`src/rtl/s7_pkg.sv`:
```
// -----------------------------------------------------------------------------
// s7_pkg
// Shared definitions for the multiplexed 7-segment display controller.
//  - Active-low glyph patterns, bit order {a,b,c,d,e,f,g}.
//  - Handshake state encoding for the update path.
//  - s7_glyph(): nibble + mode -> segment pattern.
// -----------------------------------------------------------------------------
package s7_pkg;

   // Active-low glyphs: a '0' bit lights that segment.
   localparam logic [6:0] SEG_0    = 7'b0000001;
   localparam logic [6:0] SEG_1    = 7'b1001111;
   localparam logic [6:0] SEG_2    = 7'b0010010;
   localparam logic [6:0] SEG_3    = 7'b0000110;
   localparam logic [6:0] SEG_4    = 7'b1001100;
   localparam logic [6:0] SEG_5    = 7'b0100100;
   localparam logic [6:0] SEG_6    = 7'b0100000;
   localparam logic [6:0] SEG_7    = 7'b0001111;
   localparam logic [6:0] SEG_8    = 7'b0000000;
   localparam logic [6:0] SEG_9    = 7'b0000100;
   localparam logic [6:0] SEG_A    = 7'b0001000;
   localparam logic [6:0] SEG_B    = 7'b1100000;
   localparam logic [6:0] SEG_C    = 7'b0110001;
   localparam logic [6:0] SEG_D    = 7'b1000010;
   localparam logic [6:0] SEG_E    = 7'b0110000;
   localparam logic [6:0] SEG_F    = 7'b0111000;
   localparam logic [6:0] SEG_DASH = 7'b1111110;
   localparam logic [6:0] SEG_OFF  = 7'b1111111;

   // Update handshake: IDLE accepts a new request, PENDING holds it until
   // the next frame boundary.
   typedef enum logic {
      ST_IDLE    = 1'b0,
      ST_PENDING = 1'b1
   } hs_state_t;

   // Hex mode shows 0-F; BCD mode shows a dash for any value above 9.
   function automatic logic [6:0] s7_glyph(input logic [3:0] nibble,
                                           input logic       hex_mode);
      logic [6:0] seg;
      seg = SEG_OFF;
      case (nibble)
         4'h0: seg = SEG_0;
         4'h1: seg = SEG_1;
         4'h2: seg = SEG_2;
         4'h3: seg = SEG_3;
         4'h4: seg = SEG_4;
         4'h5: seg = SEG_5;
         4'h6: seg = SEG_6;
         4'h7: seg = SEG_7;
         4'h8: seg = SEG_8;
         4'h9: seg = SEG_9;
         4'hA: seg = SEG_A;
         4'hB: seg = SEG_B;
         4'hC: seg = SEG_C;
         4'hD: seg = SEG_D;
         4'hE: seg = SEG_E;
         4'hF: seg = SEG_F;
      endcase
      if (!hex_mode && (nibble > 4'd9))
         seg = SEG_DASH;
      return seg;
   endfunction

endpackage

```
`src/rtl/s7_glyph_decoder.sv`:
```
// -----------------------------------------------------------------------------
// s7_glyph_decoder
// Combinational nibble -> 7-segment pattern (active-low {a..g}).
// Ports:
//  nibble    in  4  digit value
//  hex_mode  in  1  1 = hex glyphs, 0 = BCD (values >9 show a dash)
//  segments  out 7  glyph pattern
// -----------------------------------------------------------------------------
module s7_glyph_decoder
   import s7_pkg::*;
(
   input  logic [3:0] nibble,
   input  logic       hex_mode,
   output logic [6:0] segments
);

   assign segments = s7_glyph(nibble, hex_mode);

endmodule

```
`src/rtl/s7_display_ctrl.sv`:
```
// -----------------------------------------------------------------------------
// s7_display_ctrl
// Multiplexed 7-segment driver. Scans DISPLAYS_NUM digits over one shared
// segment bus, with hex/BCD glyphs, decimal points, per-digit blink,
// leading-zero blanking and PWM brightness. Updates arrive on a valid/ready
// handshake and are only applied at a frame boundary, so a frame is never
// drawn from a mix of old and new data.
// Ports:
//  i_clk           in   clock, rising edge
//  i_rst           in   asynchronous active-low reset
//  i_data          in   4*DISPLAYS_NUM digit nibbles, digit 0 in [3:0]
//  i_dp            in   per-digit decimal point, 1 = lit
//  i_blink         in   per-digit blink enable
//  i_valid         in   update request for i_data/i_dp/i_blink
//  o_ready         out  update accepted when i_valid && o_ready
//  i_hex_mode      in   1 = hex glyphs, 0 = BCD (sampled at frame boundary)
//  i_lz_blank      in   leading-zero blanking (sampled at frame boundary)
//  i_brightness    in   lit clocks per slot (sampled at frame boundary)
//  o_segments      out  {a..g}, active-low
//  o_dp            out  decimal point, active-low
//  o_segments_sel  out  one-hot active-high digit enable
//  o_frame_start   out  pulse on the first output cycle of the digit-0 slot
// -----------------------------------------------------------------------------
module s7_display_ctrl
   import s7_pkg::*;
#(
   parameter int DISPLAYS_NUM        = 4,
   parameter int MULTIPLEX_CLK_COUNT = 10,
   parameter int BLINK_FRAMES        = 25,
   parameter int BRIGHT_W            = $clog2(MULTIPLEX_CLK_COUNT + 1)
) (
   input  logic                      i_clk,
   input  logic                      i_rst,
   input  logic [4*DISPLAYS_NUM-1:0] i_data,
   input  logic [DISPLAYS_NUM-1:0]   i_dp,
   input  logic [DISPLAYS_NUM-1:0]   i_blink,
   input  logic                      i_valid,
   output logic                      o_ready,
   input  logic                      i_hex_mode,
   input  logic                      i_lz_blank,
   input  logic [BRIGHT_W-1:0]       i_brightness,
   output logic [6:0]                o_segments,
   output logic                      o_dp,
   output logic [DISPLAYS_NUM-1:0]   o_segments_sel,
   output logic                      o_frame_start
);

   localparam int SLOT_W = $clog2(MULTIPLEX_CLK_COUNT);
   localparam int DIG_W  = (DISPLAYS_NUM > 1) ? $clog2(DISPLAYS_NUM) : 1;
   localparam int FRM_W  = (BLINK_FRAMES > 1) ? $clog2(BLINK_FRAMES) : 1;

   localparam logic [SLOT_W-1:0]   SLOT_LAST  = SLOT_W'(MULTIPLEX_CLK_COUNT - 1);
   localparam logic [DIG_W-1:0]    DIG_LAST   = DIG_W'(DISPLAYS_NUM - 1);
   localparam logic [FRM_W-1:0]    FRM_LAST   = FRM_W'(BLINK_FRAMES - 1);
   localparam logic [BRIGHT_W-1:0] BRIGHT_MAX = BRIGHT_W'(MULTIPLEX_CLK_COUNT);

   // ---------------------------------------------------------------- scan ---
   logic [SLOT_W-1:0] slot_cnt;
   logic [DIG_W-1:0]  dig_idx;
   logic              slot_last;
   logic              fb;

   assign slot_last = (slot_cnt == SLOT_LAST);
   assign fb        = slot_last && (dig_idx == DIG_LAST);

   always_ff @(posedge i_clk or negedge i_rst) begin
      if (!i_rst) begin
         slot_cnt <= '0;
         dig_idx  <= '0;
      end else if (slot_last) begin
         slot_cnt <= '0;
         dig_idx  <= (dig_idx == DIG_LAST) ? '0 : dig_idx + 1'b1;
      end else begin
         slot_cnt <= slot_cnt + 1'b1;
      end
   end

   // --------------------------------------------------------------- blink ---
   // blink_on = 1 is the visible phase; it flips every BLINK_FRAMES frames.
   logic [FRM_W-1:0] frm_cnt;
   logic             blink_on;

   always_ff @(posedge i_clk or negedge i_rst) begin
      if (!i_rst) begin
         frm_cnt  <= '0;
         blink_on <= 1'b1;
      end else if (fb) begin
         if (frm_cnt == FRM_LAST) begin
            frm_cnt  <= '0;
            blink_on <= ~blink_on;
         end else begin
            frm_cnt <= frm_cnt + 1'b1;
         end
      end
   end

   // ------------------------------------------- frame-sampled controls ---
   // Mode and brightness are only picked up at the boundary so a frame is
   // always drawn with one consistent setting.
   logic [BRIGHT_W-1:0] on_time;
   logic                hex_q;
   logic                lz_q;

   always_ff @(posedge i_clk or negedge i_rst) begin
      if (!i_rst) begin
         on_time <= '0;
         hex_q   <= 1'b0;
         lz_q    <= 1'b0;
      end else if (fb) begin
         on_time <= (i_brightness > BRIGHT_MAX) ? BRIGHT_MAX : i_brightness;
         hex_q   <= i_hex_mode;
         lz_q    <= i_lz_blank;
      end
   end

   // ----------------------------------------------------- handshake FSM ---
   hs_state_t state_q, state_d;
   logic      capture;
   logic      commit;

   always_ff @(posedge i_clk or negedge i_rst) begin
      if (!i_rst) state_q <= ST_IDLE;
      else        state_q <= state_d;
   end

   // A request captured on the boundary cycle itself is in IDLE there, so it
   // naturally waits for the following boundary before being committed.
   always_comb begin
      state_d = state_q;
      capture = 1'b0;
      commit  = 1'b0;
      case (state_q)
         ST_IDLE: begin
            if (i_valid) begin
               capture = 1'b1;
               state_d = ST_PENDING;
            end
         end
         ST_PENDING: begin
            if (fb) begin
               commit  = 1'b1;
               state_d = ST_IDLE;
            end
         end
         default: state_d = ST_IDLE;
      endcase
   end

   assign o_ready = (state_q == ST_IDLE);

   // ------------------------------------------- pending / active regs ---
   logic [DISPLAYS_NUM-1:0][3:0] pend_data, act_data;
   logic [DISPLAYS_NUM-1:0]      pend_dp, act_dp;
   logic [DISPLAYS_NUM-1:0]      pend_blink, act_blink;

   always_ff @(posedge i_clk or negedge i_rst) begin
      if (!i_rst) begin
         pend_data  <= '0;
         pend_dp    <= '0;
         pend_blink <= '0;
      end else if (capture) begin
         pend_data  <= i_data;
         pend_dp    <= i_dp;
         pend_blink <= i_blink;
      end
   end

   always_ff @(posedge i_clk or negedge i_rst) begin
      if (!i_rst) begin
         act_data  <= '0;
         act_dp    <= '0;
         act_blink <= '0;
      end else if (commit) begin
         act_data  <= pend_data;
         act_dp    <= pend_dp;
         act_blink <= pend_blink;
      end
   end

   // ------------------------------------------------------------ glyphs ---
   logic [DISPLAYS_NUM-1:0][6:0] glyph;

   for (genvar k = 0; k < DISPLAYS_NUM; k++) begin : g_digit
      s7_glyph_decoder u_dec (
         .nibble   (act_data[k]),
         .hex_mode (hex_q),
         .segments (glyph[k])
      );
   end

   // lz_mask[k]: digit k and everything above it are zero. Digit 0 is never
   // masked so a value of zero still shows a single '0'.
   logic [DISPLAYS_NUM-1:0] lz_mask;
   logic                    zero_run;

   always_comb begin
      lz_mask  = '0;
      zero_run = 1'b1;
      for (int k = DISPLAYS_NUM - 1; k > 0; k--) begin
         zero_run   = zero_run && (act_data[k] == 4'h0);
         lz_mask[k] = zero_run;
      end
   end

   // ---------------------------------------------------- slot decoding ---
   logic                    lit;
   logic                    blink_blank;
   logic                    lz_blank;
   logic [DISPLAYS_NUM-1:0] nxt_sel;
   logic [6:0]              nxt_seg;
   logic                    nxt_dp;
   logic                    nxt_fs;

   // Brightness gates the whole digit (select included); blink and
   // leading-zero blanking keep the select driven and only clear the glyph.
   // Blink also hides the dp, leading-zero blanking does not.
   always_comb begin
      lit         = (BRIGHT_W'(slot_cnt) < on_time);
      blink_blank = act_blink[dig_idx] && !blink_on;
      lz_blank    = lz_q && lz_mask[dig_idx];
      nxt_sel     = '0;
      nxt_seg     = SEG_OFF;
      nxt_dp      = 1'b1;
      nxt_fs      = (slot_cnt == '0) && (dig_idx == '0);
      if (lit) begin
         nxt_sel[dig_idx] = 1'b1;
         if (!blink_blank) begin
            nxt_dp = ~act_dp[dig_idx];
            if (!lz_blank)
               nxt_seg = glyph[dig_idx];
         end
      end
   end

   // ---------------------------------------------------- output regs ---
   always_ff @(posedge i_clk or negedge i_rst) begin
      if (!i_rst) begin
         o_segments     <= SEG_OFF;
         o_dp           <= 1'b1;
         o_segments_sel <= '0;
         o_frame_start  <= 1'b0;
      end else begin
         o_segments     <= nxt_seg;
         o_dp           <= nxt_dp;
         o_segments_sel <= nxt_sel;
         o_frame_start  <= nxt_fs;
      end
   end

endmodule

```
`config.mk`:
```
export PLATFORM = sky130hd
export DESIGN_NAME = s7_display_ctrl
export DESIGN_NICKNAME = d
export VERILOG_FILES = /design/src/rtl/s7_pkg.sv /design/src/rtl/s7_glyph_decoder.sv /design/src/rtl/s7_display_ctrl.sv
export SDC_FILE = /design/constraint.sdc
export NUM_CORES = 1
export LEC_CHECK = 0
export CORE_MARGIN = 5
export CORE_UTILIZATION = 53
export CTS_BUF_LIST = sky130_fd_sc_hd__clkbuf_2 sky130_fd_sc_hd__clkbuf_4 sky130_fd_sc_hd__clkbuf_8
export CTS_CLUSTER_SIZE = 25
export DETAILED_ROUTE_END_ITERATION = 10
export GPL_ROUTABILITY_DRIVEN = 0
export PLACE_DENSITY = 0.85
export SYNTH_ARGS = -nofsm -noshare
export SYNTH_HDL_FRONTEND = slang
export SYNTH_SLANG_ARGS = --single-unit
```
`constraint.sdc`:
```
create_clock -name i_clk -period 1.83 [get_ports i_clk]
set_clock_uncertainty 0.15 [all_clocks]
set_input_delay 0.366 -clock i_clk [delete_from_list [all_inputs] [get_ports i_clk]]
set_output_delay 0.366 -clock i_clk [all_outputs]
set_load 0.03 [all_outputs]
```
==> metrics <==
root buffer selected by CTS clkbuf_8; slowest library cell on the worst path dfrtp_1; most area-hungry cell type in the Yosys netlist dfrtp_1; first-pass GRT wire length 19130 um; IO Count 47; antenna fix cells 0; Tot GR Track Use 23.10%; Finish-stage setup viols 7; FF/Latch Area 2018 um2; Mapped Area 4626 um2; Startpoint Class register; VDD IR-drop max 0.0005321 V; Pre-antenna DRT Iters 7; CTS tree yes; final hold vios 0; count leader, synth dfrtp_1; Leakage 2.786 nW; Slew Viols, Final 0; Max clock buf depth 2; largest net degree at the start of global routing 81; Yosys reg bits 80; initial core utilization 53.83%; Crit. End Element register; failing checks negative setup slack; Clock Pin Slew Worst Setup and Hold Paths 80 ps; row count 34; htree depth 3; hold crit path type reg -> reg; die height 103.4 um; Worst Tran Pin Value 458.8 ps; crit-path max FO 11; Yosys cell types 49; Synth top area share 38.41%; pre-CTS setup slack -91.51 ps; RSZ-0062 raised after global routing true; setup TNS -712.1 ps; max incr delay on CP 460 ps; number of global-route vias before repair 3948; synth warn 0; GRT overflow 0; max frequency 500.4 MHz; Fillers 526; DR iter-0 viols 489; Max-slew headroom 69.15%; Setup CP Type reg -> reg; CP required 1940 ps; TritonCTS Buffers 9; worst setup margin -168.6 ps; layout cells sized above 1 39.23%; crit path cell chain buf_4 > inv_1 > o31ai_1 > o22ai_2 > o211ai_1; FFs w/ async S/R, synth 100.0%; crit path DAT 2110 ps; power per cell area 795.1 nW/um2; Post-DRT Antenna Nets 0; Syn Area/Cell 11.09 um2; Avg Vias per Cell 6.040; share of the core filled with cells 72.26%; initial antenna violation count 0; Mapped Nets 485; Core Footprint 8593 um2; number of max-cap violations 0; Final Critical Period 1999 ps; synth top area cells dfrtp_1 (38%), ha_1 (9.5%), mux2_2 (8.0%); CP bufs+invs 2; Residual DRC 0; ys flop type dfrtp_1; post-DP HPWL 7472 um; Mapped Cells 417; Multi-input gate area 2596 um2; via count 3932; run status complete, but fails checks; EDFF count, synth 0; Skew-Pair Late Insertion Delay 370 ps; Seq/Total Area, Yosys 43.52%; CTS sink cnt 80; final WL 12570 um; top cell family by delay on the critical path compound AO/OA/AOI/OAI gates; Port Buffers 46; worst hold slack 355.6 ps; DR WL/cell 19.30 um; Final period util 109.2%; Die ar. 10700 um2; die width 103.4 um; top post-synthesis cells by count dfrtp_1 (71), ha_1 (35), mux2_2 (33), inv_1 (28), nand2_1 (25); synthesis-to-finish area growth 34.24%; Nets 606
==> layout by cell type, fill, tap and decap left out, types with 9 or more instances in the layout <==
cell type        synthesis  routed
clkdlybuf4s50_1          0      31
mux2_4                  19      19
buf_4                    0      78
inv_1                   28      21
clkbuf_8                 0      10
ha_1                    35      24
o21ai_0                 24      20
dlygate4sd2_1            0      10
a21oi_1                 17      14
nand2_1                 25      25
dfstp_2                  9       9
nand3_1                 13      13
nor2_1                  23      21
o211ai_1                15      15
mux2_2                  33      33
dfrtp_1                 71      67
==> sequential cells by signal, summed over array words and instances (netlist names) <==
register	count
act_data	16
pend_data	16
o_segments	7
frm_cnt	5
act_blink	4
act_dp	4
o_segments_sel	4
on_time	4
pend_blink	4
pend_dp	4
slot_cnt	4
dig_idx	2
blink_on	1
hex_q	1
lz_q	1
o_dp	1
o_frame_start	1
state_q	1
==> per-layer routing <==
metal,up-vias,routed length (um),track usage (%)
met4,0,771,9.163
met3,86,859,3.421
met1,1894,4724,28.79
li1,1733,-,-
met2,219,6212,40.25
met5,-,0,0
==> final cells by class <==
cell class | instances | share of cell area [%]
flip-flops and latches | 80 | 32.50
inverters | 31 | 1.914
clock buffers | 10 | 2.216
repair buffers | 130 | 18.15
multi-input cells | 286 | 41.81
well taps | 108 | 2.176
clock inverters | 6 | 1.229
==> path summary, 6_finish.rpt <==
kind                                           start                  endpoint  slack, ps  cells past startpoint
max                          act_data[6]$_DFFE_PN0P_   o_segments[4]$_DFF_PN1_       -170                      5
min                        pend_data[13]$_DFFE_PN0P_  act_data[13]$_DFFE_PN0P_        360                      1
max reg2reg                  act_data[6]$_DFFE_PN0P_   o_segments[4]$_DFF_PN1_       -170                      5
min reg2reg                pend_data[13]$_DFFE_PN0P_  act_data[13]$_DFFE_PN0P_        360                      1
max in group asynchronous                      i_rst   o_segments[4]$_DFF_PN1_        750                      3
min in group asynchronous                      i_rst    pend_dp[2]$_DFFE_PN0P_        430                      3
==> where the power goes <==
part	internal, mW	switching (mW)
combinational	0.735	0.694
clock	0.688	0.698
sequential	1.96	0.160
total	3.39	1.55
==> stage by stage <==
step	cell area [um2]	total power [mW]	instances
CTS	6068	4.809	646
global route	6210	5.156	651
detailed placement	5672	3.318	620
finish	6210	4.937	651
floorplan	4631	2.796	417
global placement	5672	3.255	620
==> cells by family (layout without fill, tap and decap cells) <==
group | Yosys count | count (layout) | share of synthesized area (%)
AO/OA/AOI/OAI | 97 | 97 | 14.39
flip-flops | 80 | 80 | 43.52
adder cells (fa/ha/maj) | 35 | 35 | 9.467
multiplexers | 63 | 63 | 17.66
buffers and inverters | 51 | 177 | 4.896
AND/OR/NAND/NOR | 89 | 89 | 9.684
XOR/XNOR | 2 | 2 | 0.3788
==> what timing repair did <==
item                                    in CTS  in global routing
buffers inserted                             9                  5
pin swaps                                   18                 15
gates resized for setup                     52                 25
hold endpoints to repair                    71                  0
hold buffers                                 1                  0
endpoints found under the setup margin      21                 22
Note: power is estimated with default switching activity, not from simulation.
